$ cat config.mk
export PLATFORM = sky130hd
export DESIGN_NAME = uart_tx_cfg
export DESIGN_NICKNAME = d
export VERILOG_FILES = /design/src/rtl/uart_cfg_pkg.sv /design/src/rtl/uart_baud_gen.sv /design/src/rtl/uart_tx_cfg.sv
export SDC_FILE = /design/constraint.sdc
export NUM_CORES = 1
export LEC_CHECK = 0
export CAP_MARGIN = 30
export CORE_UTILIZATION = 60
export CTS_BUF_LIST = sky130_fd_sc_hd__clkbuf_4
export DETAILED_ROUTE_END_ITERATION = 12
export PLACE_DENSITY_LB_ADDON = 0.2
export REMOVE_ABC_BUFFERS = 1
export SYNTH_ARGS = -nofsm -noshare
export SYNTH_HDL_FRONTEND = slang
export SYNTH_SLANG_ARGS = --single-unit
$ cat constraint.sdc
create_clock -name i_Clock -period 2.2 [get_ports i_Clock]
set_input_delay 0.44 -clock i_Clock [delete_from_list [all_inputs] [get_ports i_Clock]]
set_output_delay 0.44 -clock i_Clock [all_outputs]
set_load 0.02 [all_outputs]
$ cat src/rtl/uart_cfg_pkg.sv
// uart_cfg_pkg: shared FSM states, parity modes and frame-length helper for the configurable UART (break states only with UART_TX_BREAK_EN)
package uart_cfg_pkg;
  typedef enum logic [2:0] {
    S_IDLE,
    S_START,
    S_DATA,
    S_PARITY,
    S_STOP
`ifdef UART_TX_BREAK_EN
    ,
    S_BREAK,
    S_BRK_STOP
`endif
  } state_t;
  localparam int PAR_NONE = 0;
  localparam int PAR_ODD = 1;
  localparam int PAR_EVEN = 2;
  function automatic int frame_len(input int cpb, input int db, input int par, input int sb);
    return cpb * (1 + db + (par != PAR_NONE ? 1 : 0) + sb);
  endfunction
endpackage

$ cat src/rtl/uart_baud_gen.sv
// uart_baud_gen: bit-time counter with synchronous clear and a one-cycle tick on the last cycle of each bit
module uart_baud_gen #(
  parameter int CLKS_PER_BIT = 868
) (
  input  logic clk,
  input  logic rst,
  input  logic clear,
  output logic bit_tick
);
  localparam int W = $clog2(CLKS_PER_BIT);
  localparam logic [W-1:0] LAST = W'(CLKS_PER_BIT - 1);
  logic [W-1:0] cnt;
  assign bit_tick = cnt == LAST;
  always_ff @(posedge clk or posedge rst)
    if (rst) cnt <= '0;
    else cnt <= (clear || bit_tick) ? '0 : cnt + 1'b1;
endmodule

$ cat src/rtl/uart_tx_cfg.sv
// uart_tx_cfg: configurable UART transmitter with valid/ready holding register; define UART_TX_BREAK_EN to add i_Break line-break generation
module uart_tx_cfg
  import uart_cfg_pkg::*;
#(
  parameter int CLKS_PER_BIT = 868,
  parameter int DATA_BITS = 8,
  parameter int PARITY = PAR_NONE,
  parameter int STOP_BITS = 1
) (
  input  logic                 i_Clock,
  input  logic                 reset,
  input  logic                 i_Tx_DV,
  input  logic [DATA_BITS-1:0] i_Tx_Data,
`ifdef UART_TX_BREAK_EN
  input  logic                 i_Break,
`endif
  output logic                 o_Tx_Ready,
  output logic                 o_Tx_Active,
  output logic                 o_Tx_Serial,
  output logic                 o_Tx_Done
);
  state_t state, state_n;
  logic [DATA_BITS-1:0] hold, shift, shift_n;
  logic [3:0] bit_cnt, bit_n;
  logic hold_full, par, par_n, load, accept, tick, clear, serial_n, last_stop, last_data;
  assign accept = i_Tx_DV && o_Tx_Ready;
  assign o_Tx_Active = state != S_IDLE;
  assign last_stop = bit_cnt == 4'(STOP_BITS - 1);
  assign last_data = bit_cnt == 4'(DATA_BITS - 1);
  uart_baud_gen #(.CLKS_PER_BIT(CLKS_PER_BIT)) u_baud (
    .clk(i_Clock),
    .rst(reset),
    .clear(clear),
    .bit_tick(tick)
  );
`ifdef UART_TX_BREAK_EN
  localparam int FRAME = frame_len(CLKS_PER_BIT, DATA_BITS, PARITY, STOP_BITS);
  localparam int BW = $clog2(FRAME);
  logic [BW-1:0] brk_cnt;
  logic brk_done;
  assign brk_done = brk_cnt == BW'(FRAME - 1);
  assign clear = state == S_IDLE || state == S_BREAK;
  assign o_Tx_Ready = !hold_full && !(state == S_BREAK || state == S_BRK_STOP || (state == S_IDLE && i_Break));
  always_ff @(posedge i_Clock or posedge reset)
    if (reset) brk_cnt <= '0;
    else if (state != S_BREAK) brk_cnt <= '0;
    else if (!brk_done) brk_cnt <= brk_cnt + 1'b1;
`else
  assign clear = state == S_IDLE;
  assign o_Tx_Ready = !hold_full;
`endif
  always_comb begin
    state_n = state;
    shift_n = shift;
    bit_n = bit_cnt;
    par_n = par;
    load = 1'b0;
    o_Tx_Done = 1'b0;
    case (state)
      S_IDLE: begin
        if (hold_full) load = 1'b1;
`ifdef UART_TX_BREAK_EN
        else if (i_Break) state_n = S_BREAK;
`endif
      end
      S_START: if (tick) begin
        state_n = S_DATA;
        bit_n = '0;
      end
      S_DATA: if (tick) begin
        if (last_data) begin
          state_n = PARITY != PAR_NONE ? S_PARITY : S_STOP;
          bit_n = '0;
        end else begin
          shift_n = shift >> 1;
          bit_n = bit_cnt + 1'b1;
        end
      end
      S_PARITY: if (tick) state_n = S_STOP;
      S_STOP: if (tick) begin
        if (last_stop) begin
          o_Tx_Done = 1'b1;
          load = hold_full;
          state_n = S_IDLE;
        end else bit_n = bit_cnt + 1'b1;
      end
`ifdef UART_TX_BREAK_EN
      S_BREAK: if (brk_done && !i_Break) begin
        state_n = S_BRK_STOP;
        bit_n = '0;
      end
      S_BRK_STOP: if (tick) begin
        if (last_stop) state_n = S_IDLE;
        else bit_n = bit_cnt + 1'b1;
      end
`endif
      default: state_n = S_IDLE;
    endcase
    // a full holding register at the last stop tick restarts without an idle cycle
    if (load) begin
      state_n = S_START;
      shift_n = hold;
      par_n = ^hold ^ (PARITY == PAR_ODD);
    end
    serial_n = state_n == S_DATA ? shift_n[0] : state_n == S_PARITY ? par_n : state_n != S_START;
`ifdef UART_TX_BREAK_EN
    if (state_n == S_BREAK) serial_n = 1'b0;
`endif
  end
  always_ff @(posedge i_Clock or posedge reset)
    if (reset) begin
      state <= S_IDLE;
      shift <= '0;
      hold <= '0;
      hold_full <= 1'b0;
      bit_cnt <= '0;
      par <= 1'b0;
      o_Tx_Serial <= 1'b1;
    end else begin
      state <= state_n;
      shift <= shift_n;
      bit_cnt <= bit_n;
      par <= par_n;
      o_Tx_Serial <= serial_n;
      hold_full <= accept || (hold_full && !load);
      if (accept) hold <= i_Tx_Data;
    end
endmodule

# After elaboration in Yosys (flattened, before gate mapping)
# Cells that the tools add are included.
[totals] mem_bits_rw=0 elab_cells=69 romBits=0 in_bits=11 latchBits=0 memories=0 register_bits=36
[op_classes] n_mul=0 n_eq_ne=14 div_mod_pow=0 addsub=2 n_reduce_logical=15 magnitude_cmp=0 bitwise_logic=0 muxes=29 shifts=0
[op_table] op="$mux 8" n=4
[op_table] op="$mux 3" n=7
[op_table] op="$mux 4" n=5
[op_table] op="$pmux 3 s5" n=1
[op_table] op="$eq 3x2->1 const B" n=4
[op_table] op="$pmux 4 s3" n=1
[op_table] op="$add 10x1->10 const B" n=1
[op_table] op="$eq 10x10->1 const B" n=1
[op_table] op="$mux 10" n=1
[op_table] op="$mux 1" n=9
[op_table] op="$reduce_xor 8->1" n=1
[op_table] op="$ne 2x1->1 const B" n=3
[op_table] op="$reduce_bool 3->1" n=2
[op_table] op="$reduce_and 5->1" n=1
[op_table] op="$add 4x1->4 const B" n=1
[op_table] op="$eq 4x3->1 const B" n=1
[op_table] op="$logic_not 4->1" n=1
[op_table] op="$ne 2x2->1 const B" n=2
[op_table] op="$reduce_bool 2->1" n=2
[op_table] op="$eq 3x1->1 const B" n=1
[op_table] op="$eq 3x3->1 const B" n=1
[op_table] op="$logic_not 3->1" n=1
[op_table] op="$ne 3x1->1 const B" n=1
[op_table] op="$reduce_and 3->1" n=1
[op_table] op="4 further kinds" n=7

# Depth between registers and ports, before layout
# Gate-level depths: netlist of the first run.
[logic_depth] word_depth=8 ltp_mapped=8 ltp_nobuf=7

# Cells and area by module
# From an unflattened synthesis of the first run, not the netlist that was laid out.
[hier_totals] hier_cells=177 hier_area_um2=1963.1
[modules_own_cells] module="uart_tx_cfg" instances=1 cells_each=120 area_per_inst_um2=1393.8
[modules_own_cells] module="uart_baud_gen" instances=1 cells_each=57 area_per_inst_um2=569.3

# Worst setup path before layout of the first run
# No wires, ideal clock.
[synth_timing] path_type="reg2out" start="register bit_cnt[0]" end="output o_Tx_Done" slack_ns=0.416 arrival_time_ns=1.344 stages_incl_launch_ff=6 path_buffers=0 path_cell_list="dfrtp_1 inv_1 ha_1 nor3b_1 nand4_2 nor2_1"
[synth_between] elab_chain_cells=4
[synth_lines] element="from (decl)" line_no="uart_tx_cfg.sv:24" rtl="logic [3:0] bit_cnt, bit_n;"
[synth_lines] element="from (signal assigned)" line_no="uart_tx_cfg.sv:122" rtl="bit_cnt <= bit_n;"
[synth_lines] element="$logic_not 4->1" line_no="uart_tx_cfg.sv:28" rtl="assign last_stop = bit_cnt == 4'(STOP_BITS - 1);"
[synth_lines] element="$mux 1" line_no="uart_tx_cfg.sv:81" rtl="if (last_stop) begin"
[synth_lines] element="$mux 1" line_no="uart_tx_cfg.sv:80" rtl="S_STOP: if (tick) begin"
[synth_lines] element="$mux 1" line_no="uart_tx_cfg.sv:59" rtl="case (state)"
[synth_lines] element="to (decl)" line_no="uart_tx_cfg.sv:20" rtl="output logic o_Tx_Done"
# Every way passes these cells.

# Worst setup path after layout of the first run
[layout_timing] start="register u_baud.cnt[0]" end="output o_Tx_Done"
[layout_between] elab_chain_cells=3
[layout_lines] element="from (decl)" line_no="uart_baud_gen.sv:12" rtl="logic [W-1:0] cnt;"
[layout_lines] element="from (signal assigned)" line_no="uart_baud_gen.sv:16" rtl="else cnt <= (clear || bit_tick) ? '0 : cnt + 1'b1;"
[layout_lines] element="$eq 10x10->1" line_no="uart_baud_gen.sv:13" rtl="assign bit_tick = cnt == LAST;"
[layout_lines] element="$mux 1" line_no="uart_tx_cfg.sv:80"
[layout_lines] element="$mux 1" line_no="uart_tx_cfg.sv:59"
# Every way passes these cells.

==> results of run 1 <==
[flip-flops by register name, indices dropped and copies added (netlist names)]
signal and count:
bit_cnt 4, hold 8, hold_full 1, o_Tx_Serial 1, par 1, shift 8
state 3, u_baud.cnt 10
[per-layer routing]
layer,part of all wire (%),vias up,global-route usage (%)
met5,0,-,0
met4,1.9,0,10.5
met3,4.1,6,6.47
met2,50,32,40.2
met1,44,690,29.0
li1,-,660,-
[cell families after synthesis]
logic type	Yosys count	share of synthesized area, %
and+or+nand+nor	58	18.1
DFF	36	48.2
buffers and inverters	12	3.34
xor gates and xnor gates	16	7.49
AOI/OAI and AO/OA	40	16.0
adders and majority gates	3	2.01
muxes	8	4.82
[per-stage QoR]
stage | util (%) | std cells | total power [mW] | worst slack [ps]
final | 74.9 | 229 | 2.16 | 135
after global routing | 74.9 | 229 | 2.30 | 25.1
after CTS | 74.9 | 229 | 2.17 | 6.05
after detailed placement | 72.7 | 221 | 1.81 | 38.7
after global placement | 72.7 | 221 | 1.74 | 84.4
after floorplan | - | 168 | 1.60 | 416
[timing repair]
item | CTS | global route
resized for setup | 4 | 3
cloned | 0 | 0
setup endpoints to repair | 1 | 2
[worst paths after layout]
kind / from / endpoint / slack, ps / cells past startpoint
hold reg to reg: shift[3]$_DFFE_PP0P_ / shift[3]$_DFFE_PP0P_ / 490 / 1
hold / removal: reset / u_baud.cnt[6]$_DFF_PP0_ / 470 / 3
min in group i_Clock: shift[3]$_DFFE_PP0P_ / shift[3]$_DFFE_PP0P_ / 490 / 1
setup / recovery: u_baud.cnt[0]$_DFF_PP0_ / o_Tx_Done / 140 / 5
setup reg to reg: bit_cnt[0]$_DFFE_PP0P_ / shift[1]$_DFFE_PP0P_ / 180 / 7
max in group asynchronous: reset / o_Tx_Serial$_DFF_PP1_ / 1370 / 3
[layout make-up]
cell class | count | share of cell area, %
multi-input combinational | 125 | 42.8
sequential | 36 | 42.2
timing repair buffer | 22 | 9.26
clock buffer | 6 | 2.11
tap | 31 | 1.82
inverter | 7 | 1.23
clock inverter | 2 | 0.586
[power by group through the flow]
stage          registers (mW)  clock network, mW  logic, mW
3_3_place_gp             1.06                  0      0.680
4_1_cts                  1.07              0.370      0.731
3_5_place_dp             1.08                  0      0.728
2_1_floorplan            1.03                  0      0.567
5_1_grt                  1.09              0.396      0.812
6_report                 1.07              0.362      0.729
[tightest hold or removal path, cell delays in order]
cell and delay, ps:
clkdlybuf4s50_1 390, inv_1 50, buf_4 390
[cells in the mapped netlist, drive strengths merged]
library cell | instances | area (µm²)
xor2 | 4 | 35.0
a22oi | 1 | 7.51
a211o | 2 | 17.5
o31ai | 2 | 15.0
and2 | 1 | 6.26
clkbuf | 1 | 3.75
dfstp | 1 | 26.3
o21bai | 1 | 7.51
nand2b | 1 | 6.26
nor3 | 6 | 35.0
and4b | 1 | 13.8
and4 | 1 | 8.76
a21oi | 6 | 45.1
ha | 3 | 37.5
a31oi | 1 | 6.26
o21ai | 9 | 48.8
nand2 | 7 | 26.3
or4b | 1 | 10.0
inv | 7 | 26.3
nor3b | 1 | 7.51
nand4 | 1 | 12.5
a2bb2oi | 1 | 15.0
nand3 | 8 | 57.6
or3b | 1 | 8.76
buf | 4 | 32.5
or3 | 1 | 6.26
nor2 | 19 | 81.3
nor2b | 4 | 25.0
and3 | 4 | 25.0
dfrtp | 35 | 876
a22o | 6 | 52.6
a31o | 1 | 8.76
and3b | 1 | 8.76
mux2 | 8 | 90.1
xnor2 | 12 | 105
o211ai | 1 | 7.51
a21o | 9 | 67.6
==> flow_results.org, run 1 <==
** Power
- The worst-case IR drop observed on VDD is 738 µV.
- The share of total power dissipated in sequential elements is 49.5%.
- Int Power :: 1.42 mW
- Net switching power :: 0.744 mW
- Clock network fraction of total power :: 16.8%
- Relative contribution of combinational cells to total power :: 33.7%
- For this design the static power due to leakage is 0.940 nW.
- Net switching is 34.4% of the power.
- Power Density :: 1010 mW/mm²

** Floorplan
- Vertical extent of the die :: 57.8 µm
- The die is 57.8 µm wide.
- Placement row count :: 19
- The core region is 0.00285 mm².
- Top-level port count :: 15
- Area of the die :: 0.00334 mm²
- Starting density of the core :: 65.6%

** Run
- Reported max-cap violation count :: 0

** Cells and area
- Ratio of cells with drive above 1 in the final layout :: 20.2%
- The area growth from synthesis to layout is 14.2%.
- Final-layout fill cell count :: 194
- The number of antenna diodes in the final layout is 0.
- Commonest non-fill, non-tap cells in the layout :: dfrtp_1, nor2_1, xnor2_1, clkdlybuf4s50_1, a21o_1
- The library cell used most frequently in the layout, excluding fill and tap cells, is dfrtp_1.
- Number of nets in the final layout :: 211
- Seq. cell area :: 902 µm²
- In the final layout, the multi-input gates occupy 913 µm².
- After routing the design area is 0.00214 mm².

** Worst setup path
- Critical Path Source Type :: flip-flop
- Crit path max-delay family :: simple AND/OR/NAND/NOR gates
- Maximum fanout count along the critical path :: 4
- Slowest library cell on the worst path :: dfrtp_1
- Cells traversed along the worst timing path :: ha_2, and4b_4, nand4_2, nor2_1, buf_2
- Buffering stage count on the worst path with inverters included :: 1
- Data arrives at the worst endpoint at 1620 ps.
- Required time at the worst-slack endpoint :: 1760 ps
- Critical path endpoint category :: primary output
- The worst setup path is of the reg2out kind.
- Largest stage delay on the critical path :: 420 ps

** Timing
- In the finished design, the share of the clock period the worst path needs comes to 93.8%.
- Summed over all failing endpoints, the final setup total negative slack is 0 ps.
- In this run the tightest slew margin relative to its limit is 70.2%.
- Transition time of the tightest slew-check pin :: 447 ps
- Final Slew Violations :: 0
- The total count of hold-check failures in the final report is 0.
- Fmax :: 0.484 GHz
- Post-Route Hold Slack :: 475 ps
- The worst path needs 2060 ps of the cycle, external delays included.
- Setup violations remaining at the end of the flow were counted as 0.
- Worst clock skew :: 14.2 ps
- Unrepaired setup endpoints after global routing :: false

** Clocking
- Cts-stage hold buffer count :: 0
- Max clock buf depth :: 2
- For the worst-skew pair, the clock arrives at the later sink with an insertion delay of 350 ps.
- Cts bufs inserted :: 5
- TritonCTS built the clock tree.
- The tree built by TritonCTS fans out to 36 sinks.
- The H-tree was split into 2 levels.
- In this run the post-CTS setup repair buffer count came out at 0.
- The root buffer cell chosen for the clock tree is clkbuf_4.
- Clock transition time at the flip-flop clock pins of the worst setup and hold paths :: 120 ps

** Outcome
- The flow ran to the end, and the final reports show no timing, DRC or antenna violations.

** Global route
- In the global route stage, overall resource usage came out at 24.0%.
- Global-route wire length before repair :: 5980 µm
- Initial antenna violation count :: 0
- Number of global-route vias before repair :: 1,364
- Overflow left after global routing :: 0
- Largest net degree at the start of global routing :: 37

** Placed design
- Detailed Place HPWL :: 2520 µm
- Final Wtd Congestion :: 0.838
- The placed instances occupy a cell area of 0.00207 mm².
- During placement, the flow inserted port buffers numbering 14.

** Yosys
- Counting flops and latches in the post-synthesis netlist gives 36.
- Count of synthesis-stage warnings from yosys :: 0
- Sequential cell area fraction in the yosys report :: 48.2%
- Mean area per synthesized cell :: 10.8 µm²
- Number of unique standard cell types used by synthesis :: 47
- Synthesized netlist cell count :: 173
- After synthesis the cells add up to 0.00187 mm².

** Detailed routing
- Dividing the detail-routed wire length by the instance count gives 14.9 µm.
- DRC marker count from the first detailed-route iteration :: 66
- Once detail routing completed, the nets flagged for antenna violations numbered 0.
- Via/cell ratio :: 6.06
- In the routed design, unresolved DRC markers number 0.
- For this block, the routed nets add up to 3420 µm of wire.
- TritonRoute pass-1 iters :: 4
- For this block, the via count after detailed routing is 1,388.

** Worst hold path
- The path class of the tightest hold or removal check is in2async.
Power figures use the tool's default switching activity.
==> inputs of run 2 (changes only) <==
--- a/config.mk
+++ b/config.mk
@@ -14,3 +14,4 @@
 export SYNTH_ARGS = -nofsm -noshare
 export SYNTH_HDL_FRONTEND = slang
 export SYNTH_SLANG_ARGS = --single-unit
+export TNS_END_PERCENT = 20
==> results of run 2 <==
The final DEF is identical to that of run 1; final timing and power are the same.
